`src/rtl/lcd_instruction_executor_if.sv`:
```
// Handshake and pin bundle between a message-sequencing FSM and the LCD write executor.
// Latency: none; the interface only groups signals.
// Backpressure: LCD_busy high means LCD_start is ignored. Requests are not queued.
//
// Signals:
//   LCD_start, LCD_instruction         request from the sequencer (bit 8 = RS, bits 7:0 = bus byte)
//   LCD_done, LCD_busy                 completion pulse and busy status back to the sequencer
//   LCD_power, LCD_back_light,
//   LCD_read_write, LCD_enable,
//   LCD_command_data_select,
//   LCD_data_io                        HD44780-style pin drives
// Modports:
//   master  the sequencer side; it also observes the pins
//   slave   the executor side
interface lcd_instruction_executor_if;
  logic       LCD_start;
  logic [8:0] LCD_instruction;
  logic       LCD_done;
  logic       LCD_busy;
  logic       LCD_power;
  logic       LCD_back_light;
  logic       LCD_read_write;
  logic       LCD_enable;
  logic       LCD_command_data_select;
  logic [7:0] LCD_data_io;

  modport master (
    output LCD_start,
    output LCD_instruction,
    input  LCD_done,
    input  LCD_busy,
    input  LCD_power,
    input  LCD_back_light,
    input  LCD_read_write,
    input  LCD_enable,
    input  LCD_command_data_select,
    input  LCD_data_io
  );

  modport slave (
    input  LCD_start,
    input  LCD_instruction,
    output LCD_done,
    output LCD_busy,
    output LCD_power,
    output LCD_back_light,
    output LCD_read_write,
    output LCD_enable,
    output LCD_command_data_select,
    output LCD_data_io
  );
endinterface

```
`src/rtl/lcd_instruction_executor.sv`:
```
// Executes one 9-bit LCD instruction per start pulse on a write-only HD44780-style bus.
// Latency: done pulses SETUP+EN_HIGH+HOLD+delay cycles after acceptance. The delay is long for clear/home, short otherwise.
// Backpressure: LCD_busy is high from acceptance until the done cycle, and LCD_start is ignored while busy.
//
// Ports:
//   Clock_50  system clock (50 MHz)
//   Reset     asynchronous active-high reset
//   lcd       lcd_instruction_executor_if.slave: start/instruction in; done/busy and LCD pins out
module lcd_instruction_executor #(
  parameter int SETUP_CYCLES   = 4,
  parameter int EN_HIGH_CYCLES = 12,
  parameter int HOLD_CYCLES    = 4,
  parameter int SHORT_DELAY    = 2000,
  parameter int LONG_DELAY     = 80000,
  parameter int DELAY_WIDTH    = 18
) (
  input  logic                          Clock_50,
  input  logic                          Reset,
  lcd_instruction_executor_if.slave     lcd
);

  typedef enum logic [2:0] {
    S_IDLE,
    S_SETUP,
    S_ENABLE,
    S_HOLD,
    S_DELAY
  } state_t;

  // The counter is loaded with (length - 1) on entry to a phase. The phase ends on
  // the edge where the counter is already zero, so each phase lasts exactly
  // 'length' cycles.
  localparam logic [DELAY_WIDTH-1:0] SETUP_LOAD = DELAY_WIDTH'(SETUP_CYCLES - 1);
  localparam logic [DELAY_WIDTH-1:0] EN_LOAD    = DELAY_WIDTH'(EN_HIGH_CYCLES - 1);
  localparam logic [DELAY_WIDTH-1:0] HOLD_LOAD  = DELAY_WIDTH'(HOLD_CYCLES - 1);
  localparam logic [DELAY_WIDTH-1:0] SHORT_LOAD = DELAY_WIDTH'(SHORT_DELAY - 1);
  localparam logic [DELAY_WIDTH-1:0] LONG_LOAD  = DELAY_WIDTH'(LONG_DELAY - 1);
  localparam logic [DELAY_WIDTH-1:0] CNT_ONE    = DELAY_WIDTH'(1);

  state_t                 state_q,  state_nxt;
  logic [DELAY_WIDTH-1:0] cnt_q,    cnt_nxt;
  logic [DELAY_WIDTH-1:0] delay_q,  delay_nxt;   // execution delay chosen at acceptance
  logic                   rs_q,     rs_nxt;
  logic [7:0]             data_q,   data_nxt;
  logic                   en_q,     en_nxt;
  logic                   done_q,   done_nxt;
  logic                   busy_q,   busy_nxt;
  logic                   power_q;
  logic                   cnt_zero;
  logic                   is_long_cmd;

  assign cnt_zero = (cnt_q == '0);

  // Clear (01) and return-home (02/03) need the long execution time.
  assign is_long_cmd = !lcd.LCD_instruction[8]
                    && (lcd.LCD_instruction[7:2] == 6'd0)
                    && (lcd.LCD_instruction[1:0] != 2'd0);

  always_comb begin
    state_nxt = state_q;
    cnt_nxt   = cnt_q;
    delay_nxt = delay_q;
    rs_nxt    = rs_q;
    data_nxt  = data_q;
    done_nxt  = 1'b0;

    case (state_q)
      S_IDLE: begin
        // Being in S_IDLE is the same as LCD_busy being low, so this is also
        // where a start in the done cycle of a previous instruction is accepted.
        if (lcd.LCD_start) begin
          state_nxt = S_SETUP;
          cnt_nxt   = SETUP_LOAD;
          rs_nxt    = lcd.LCD_instruction[8];
          data_nxt  = lcd.LCD_instruction[7:0];
          delay_nxt = is_long_cmd ? LONG_LOAD : SHORT_LOAD;
        end
      end
      S_SETUP: begin
        if (cnt_zero) begin
          state_nxt = S_ENABLE;
          cnt_nxt   = EN_LOAD;
        end else begin
          cnt_nxt = cnt_q - CNT_ONE;
        end
      end
      S_ENABLE: begin
        if (cnt_zero) begin
          state_nxt = S_HOLD;
          cnt_nxt   = HOLD_LOAD;
        end else begin
          cnt_nxt = cnt_q - CNT_ONE;
        end
      end
      S_HOLD: begin
        if (cnt_zero) begin
          state_nxt = S_DELAY;
          cnt_nxt   = delay_q;
        end else begin
          cnt_nxt = cnt_q - CNT_ONE;
        end
      end
      S_DELAY: begin
        if (cnt_zero) begin
          state_nxt = S_IDLE;
          done_nxt  = 1'b1;
        end else begin
          cnt_nxt = cnt_q - CNT_ONE;
        end
      end
      default: begin
        state_nxt = S_IDLE;
        cnt_nxt   = '0;
      end
    endcase

    // EN and busy are registered copies of the next state. They change on the
    // same edge as the state, with no extra cycle of lag.
    en_nxt   = (state_nxt == S_ENABLE);
    busy_nxt = (state_nxt != S_IDLE);
  end

  always_ff @(posedge Clock_50 or posedge Reset) begin
    if (Reset) begin
      state_q <= S_IDLE;
      cnt_q   <= '0;
      delay_q <= '0;
      rs_q    <= 1'b0;
      data_q  <= 8'h00;
      en_q    <= 1'b0;
      done_q  <= 1'b0;
      busy_q  <= 1'b0;
      power_q <= 1'b0;
    end else begin
      state_q <= state_nxt;
      cnt_q   <= cnt_nxt;
      delay_q <= delay_nxt;
      rs_q    <= rs_nxt;
      data_q  <= data_nxt;
      en_q    <= en_nxt;
      done_q  <= done_nxt;
      busy_q  <= busy_nxt;
      power_q <= 1'b1;
    end
  end

  assign lcd.LCD_done                = done_q;
  assign lcd.LCD_busy                = busy_q;
  assign lcd.LCD_power               = power_q;
  assign lcd.LCD_back_light          = power_q;
  assign lcd.LCD_read_write          = 1'b0;   // write-only bus
  assign lcd.LCD_enable              = en_q;
  assign lcd.LCD_command_data_select = rs_q;
  assign lcd.LCD_data_io             = data_q;

endmodule

```
`src/flat_wrapper.sv`:
```
// flat-port wrapper written by rule: the top's interface ports become plain ports
module lcd_instruction_executor_flat 
#(
  parameter int SETUP_CYCLES   = 4,
  parameter int EN_HIGH_CYCLES = 12,
  parameter int HOLD_CYCLES    = 4,
  parameter int SHORT_DELAY    = 2000,
  parameter int LONG_DELAY     = 80000,
  parameter int DELAY_WIDTH    = 18
)
  (Clock_50, Reset, lcd_LCD_start, lcd_LCD_instruction, lcd_LCD_done, lcd_LCD_busy, lcd_LCD_power, lcd_LCD_back_light, lcd_LCD_read_write, lcd_LCD_enable, lcd_LCD_command_data_select, lcd_LCD_data_io);
  lcd_instruction_executor_if lcd_i ();
  input  logic Clock_50;
  input  logic Reset;
  input wire logic [$bits(lcd_i.LCD_start)-1:0] lcd_LCD_start;
  input wire logic [$bits(lcd_i.LCD_instruction)-1:0] lcd_LCD_instruction;
  output wire logic [$bits(lcd_i.LCD_done)-1:0] lcd_LCD_done;
  output wire logic [$bits(lcd_i.LCD_busy)-1:0] lcd_LCD_busy;
  output wire logic [$bits(lcd_i.LCD_power)-1:0] lcd_LCD_power;
  output wire logic [$bits(lcd_i.LCD_back_light)-1:0] lcd_LCD_back_light;
  output wire logic [$bits(lcd_i.LCD_read_write)-1:0] lcd_LCD_read_write;
  output wire logic [$bits(lcd_i.LCD_enable)-1:0] lcd_LCD_enable;
  output wire logic [$bits(lcd_i.LCD_command_data_select)-1:0] lcd_LCD_command_data_select;
  output wire logic [$bits(lcd_i.LCD_data_io)-1:0] lcd_LCD_data_io;
  assign lcd_i.LCD_start = lcd_LCD_start;
  assign lcd_i.LCD_instruction = lcd_LCD_instruction;
  assign lcd_LCD_done = lcd_i.LCD_done;
  assign lcd_LCD_busy = lcd_i.LCD_busy;
  assign lcd_LCD_power = lcd_i.LCD_power;
  assign lcd_LCD_back_light = lcd_i.LCD_back_light;
  assign lcd_LCD_read_write = lcd_i.LCD_read_write;
  assign lcd_LCD_enable = lcd_i.LCD_enable;
  assign lcd_LCD_command_data_select = lcd_i.LCD_command_data_select;
  assign lcd_LCD_data_io = lcd_i.LCD_data_io;
  lcd_instruction_executor #(.SETUP_CYCLES(SETUP_CYCLES), .EN_HIGH_CYCLES(EN_HIGH_CYCLES), .HOLD_CYCLES(HOLD_CYCLES), .SHORT_DELAY(SHORT_DELAY), .LONG_DELAY(LONG_DELAY), .DELAY_WIDTH(DELAY_WIDTH)) u_core (.Clock_50(Clock_50), .Reset(Reset), .lcd(lcd_i));
endmodule
```
`config.mk`:
```
export PLATFORM = sky130hd
export DESIGN_NAME = lcd_instruction_executor_flat
export DESIGN_NICKNAME = d
export VERILOG_FILES = /design/src/rtl/lcd_instruction_executor_if.sv /design/src/rtl/lcd_instruction_executor.sv /design/src/flat_wrapper.sv
export SDC_FILE = /design/constraint.sdc
export NUM_CORES = 1
export LEC_CHECK = 0
export CORE_MARGIN = 5
export CORE_UTILIZATION = 45
export CTS_BUF_LIST = sky130_fd_sc_hd__clkbuf_8
export CTS_CLUSTER_SIZE = 40
export DETAILED_ROUTE_END_ITERATION = 6
export PLACE_DENSITY = 0.67
export SLEW_MARGIN = 15
export SYNTH_ARGS = -nofsm -noshare
export SYNTH_HDL_FRONTEND = slang
export SYNTH_SLANG_ARGS = --single-unit
```
`constraint.sdc`:
```
create_clock -name Clock_50 -period 4.4 [get_ports Clock_50]
set_input_delay 0.88 -clock Clock_50 [delete_from_list [all_inputs] [get_ports Clock_50]]
set_output_delay 0.88 -clock Clock_50 [all_outputs]
set_load 0.02 [all_outputs]
```
==> flow_summary.ini <==
[global_routing]
grt_busiest_layer = met2
gr-total-overflow = 0
gr-usage-met2_pct = 26.0
grt_pass1_wl_um = 8560
grt_pass1_vias = 1720
grt_max_degree = 38
antenna_found_initial = 0
use_met1_pct = 24.4
grt_usage_pct = 17.5
use_met3_pct = 4.63

[layout]
layout-drive-gt1-share_pct = 13.7
final_common_cell = dfrtp_1
post-route-util_pct = 54.2
layout_common_cells = dfrtp_1, clkdlybuf4s50_1, nor2_1
n_antenna_cell = 0
area_delta_synth_final_pct = 17.3
filler_cell_count = 443
final_nets = 262

[detailed_routing]
drcViolationCount = 0
drt-total-wl_um = 5020
wl_per_cell_um = 16.6
antenna_left = 0
drt-pass1-iter-count = 4
dr.first_iter.drc_count = 157
vias = 1775
vias_per_cell = 5.86

[setup_path]
critPathCaptureType = register
crit_arrival_ps = 2630
r2r-start = u_core.cnt_q[0]
worstReg2RegEnd = u_core.cnt_q[11]
start_kind = input pin
cp_max_fo = 12
endpoint = u_core.delay_q[10]
worstSetupPathType = in2reg
cp-startpoint = lcd_LCD_start
critPathRequiredTime_ps = 4590
worst-r2r-setup-slack_ps = 2030
r2r_cells = 8

[clock_network]
numCtsBuffers = 5
ctsHoldBuffers = 0
cts_resized = 0
htree_num_levels = 2
worst_skew_pair.late_latency_ps = 300
path_clk_slew_ps = 80
cts_buffer_depth = 2
postCtsSetupRepairBufs = 0
cts_tree = built
cts_num_sinks = 37
cts_root_buf = clkbuf_8

[sta]
finalCritPeriodShare_pct = 55.3
hold_ws_ps = 508
rsz0062_at_grt = false
relSlewSlack_pct = 41.4
tns_ps = 0
fin_crit_ps = 2430
tightestPinTransition_ps = 876
fin_skew_ps = 3.16
slew_viol_final = 0
setup_viol = 0
fmax_mhz = 411
finalHoldViolations = 0

[floorplanning]
die_x_um = 79.4
ios = 27
std_cell_rows = 25
die_h_um = 79.4
start_util_pct = 46.2
core_region_area_mm2 = 0.00469
dieArea_mm2 = 0.00630

[power_and_ir_drop]
pwr-share-clk_pct = 22.2
ir_worst_vdd_v = 0.000264
power_density_mw_per_mm2 = 529
p_switching_mw = 0.512
intPower_mw = 0.833
switching_share_pct = 38.0
p_leak_nw = 1.07
power_frac_comb_pct = 34.2
seq_power_share_pct = 43.6

[synth]
synth_async_sr_flop_share_pct = 100
syn_area_mm2 = 0.00217
syn_avg_cell_area_um2 = 9.50
yosysUniqueCellTypes = 55
ys_ff_latch = 37
synth_fp_nets = 242
synthCells = 228
synth_ff_type = dfrtp_1
synth-edff-count = 0
yosys_warnings = 0
yosysSeqAreaShare_pct = 42.7

[placement]
io_buffers = 25
place_hpwl_um = 3600
globalplace.congestion = 0.849

[job]
max_cap_violations = 0

[hold_path]
hp-class = reg2reg

[status]
status = finished, final reports clean
## critical path, cell delays in order
cell and delay [ps]:
clkdlybuf4s50_1 500, nand2b_1 120, nor2_1 690, o2111ai_1 270, o21a_1 170
## cells by family (layout without fill, tap and decap cells)
| kind of cell | after synthesis | after routing | share of synthesized area, % |
|---|---|---|---|
| fa+ha+maj | 2 | 2 | 1.16 |
| xor+xnor | 6 | 6 | 2.43 |
| mux | 11 | 11 | 5.66 |
| buf+inv | 18 | 39 | 3.87 |
| flops | 37 | 37 | 42.7 |
| other cells | 2 | 2 | 0.347 |
| compound gates | 61 | 61 | 19.1 |
| simple gates | 91 | 91 | 24.7 |
## worst min-delay path by stage
stage	start	to	cells after the start
floorplan	u_core.delay_q[10]	u_core.delay_q[10]	1
global placement	u_core.lcd.LCD_data_io[3]	u_core.lcd.LCD_data_io[3]	1
detailed placement	u_core.lcd.LCD_data_io[6]	u_core.lcd.LCD_data_io[6]	1
CTS	u_core.lcd.LCD_data_io[2]	u_core.lcd.LCD_data_io[2]	1
global route	u_core.delay_q[10]	u_core.delay_q[10]	1
finish	u_core.delay_q[10]	u_core.delay_q[10]	1
## layout make-up
cell class | count | area (um2) | area share, %
sequential | 37 | 926 | 36.4
clock inverter | 3 | 46.3 | 1.82
multi-input combinational | 173 | 1160 | 45.5
clock buffer | 5 | 68.8 | 2.71
inverter | 5 | 18.8 | 0.739
timing repair buffer | 26 | 258 | 10.1
tap | 54 | 67.6 | 2.66
## Yosys cell counts (2+ instances only)
library cell,number,area (um2)
nor3_1,8,40.0
nand2_1,15,56.3
inv_1,5,18.8
conb_1,2,7.51
ha_1,2,25.0
nand2b_1,3,18.8
a31oi_1,6,37.5
o2111ai_1,2,17.5
nand3_1,13,65.1
a211o_1,2,17.5
mux2_2,10,113
nor4_2,2,25.0
o22ai_1,4,25.0
a21oi_1,17,85.1
clkbuf_1,8,30.0
dfrtp_1,37,926
o21ai_0,7,35.0
nor2_1,20,75.1
and2_1,3,18.8
xor2_1,4,35.0
a211oi_1,3,22.5
xnor2_1,2,17.5
nand4_1,4,25.0
buf_4,4,30.0
o22a_1,4,35.0
o21a_1,2,15.0
o21ai_1,2,10.0
nor2b_1,6,37.5
or2_1,3,18.8
nor4_4,2,42.5
or3_1,2,12.5
## power groups by stage
stage                     registers [mW]  clock network, mW  logic, mW
after detailed placement           0.590                  0      0.460
after global placement             0.587                  0      0.450
after floorplan                    0.583                  0      0.313
after global routing               0.606              0.326      0.501
after CTS                          0.585              0.308      0.462
final                              0.587              0.298      0.460
## metal layers
layer / part of all wire, % / wire length [um]
met1: 47 / 2340
met2: 46 / 2320
met3: 5.7 / 287
met4: 1.5 / 75
met5: 0 / 0
## registers in the layout, summed over array words and instances (netlist names)
register                            count
u_core.state_q                          3
u_core.lcd.LCD_enable                   1
u_core.lcd.LCD_busy                     1
u_core.lcd.LCD_back_light               1
u_core.delay_q                          3
u_core.lcd.LCD_command_data_select      1
u_core.lcd.LCD_done                     1
u_core.cnt_q                           18
u_core.lcd.LCD_data_io                  8
## through the flow
step / total power [mW] / instances / area, um2 / worst slack, ps
after global placement: 1.04 / 295 / 2430 / 1690
after detailed placement: 1.05 / 295 / 2430 / 1620
final: 1.34 / 303 / 2540 / 1970
after global routing: 1.43 / 303 / 2540 / 1800
after floorplan: 0.896 / 228 / 2170 / 2320
after CTS: 1.35 / 303 / 2540 / 1970
No activity file was read; power rests on OpenSTA's default activity.
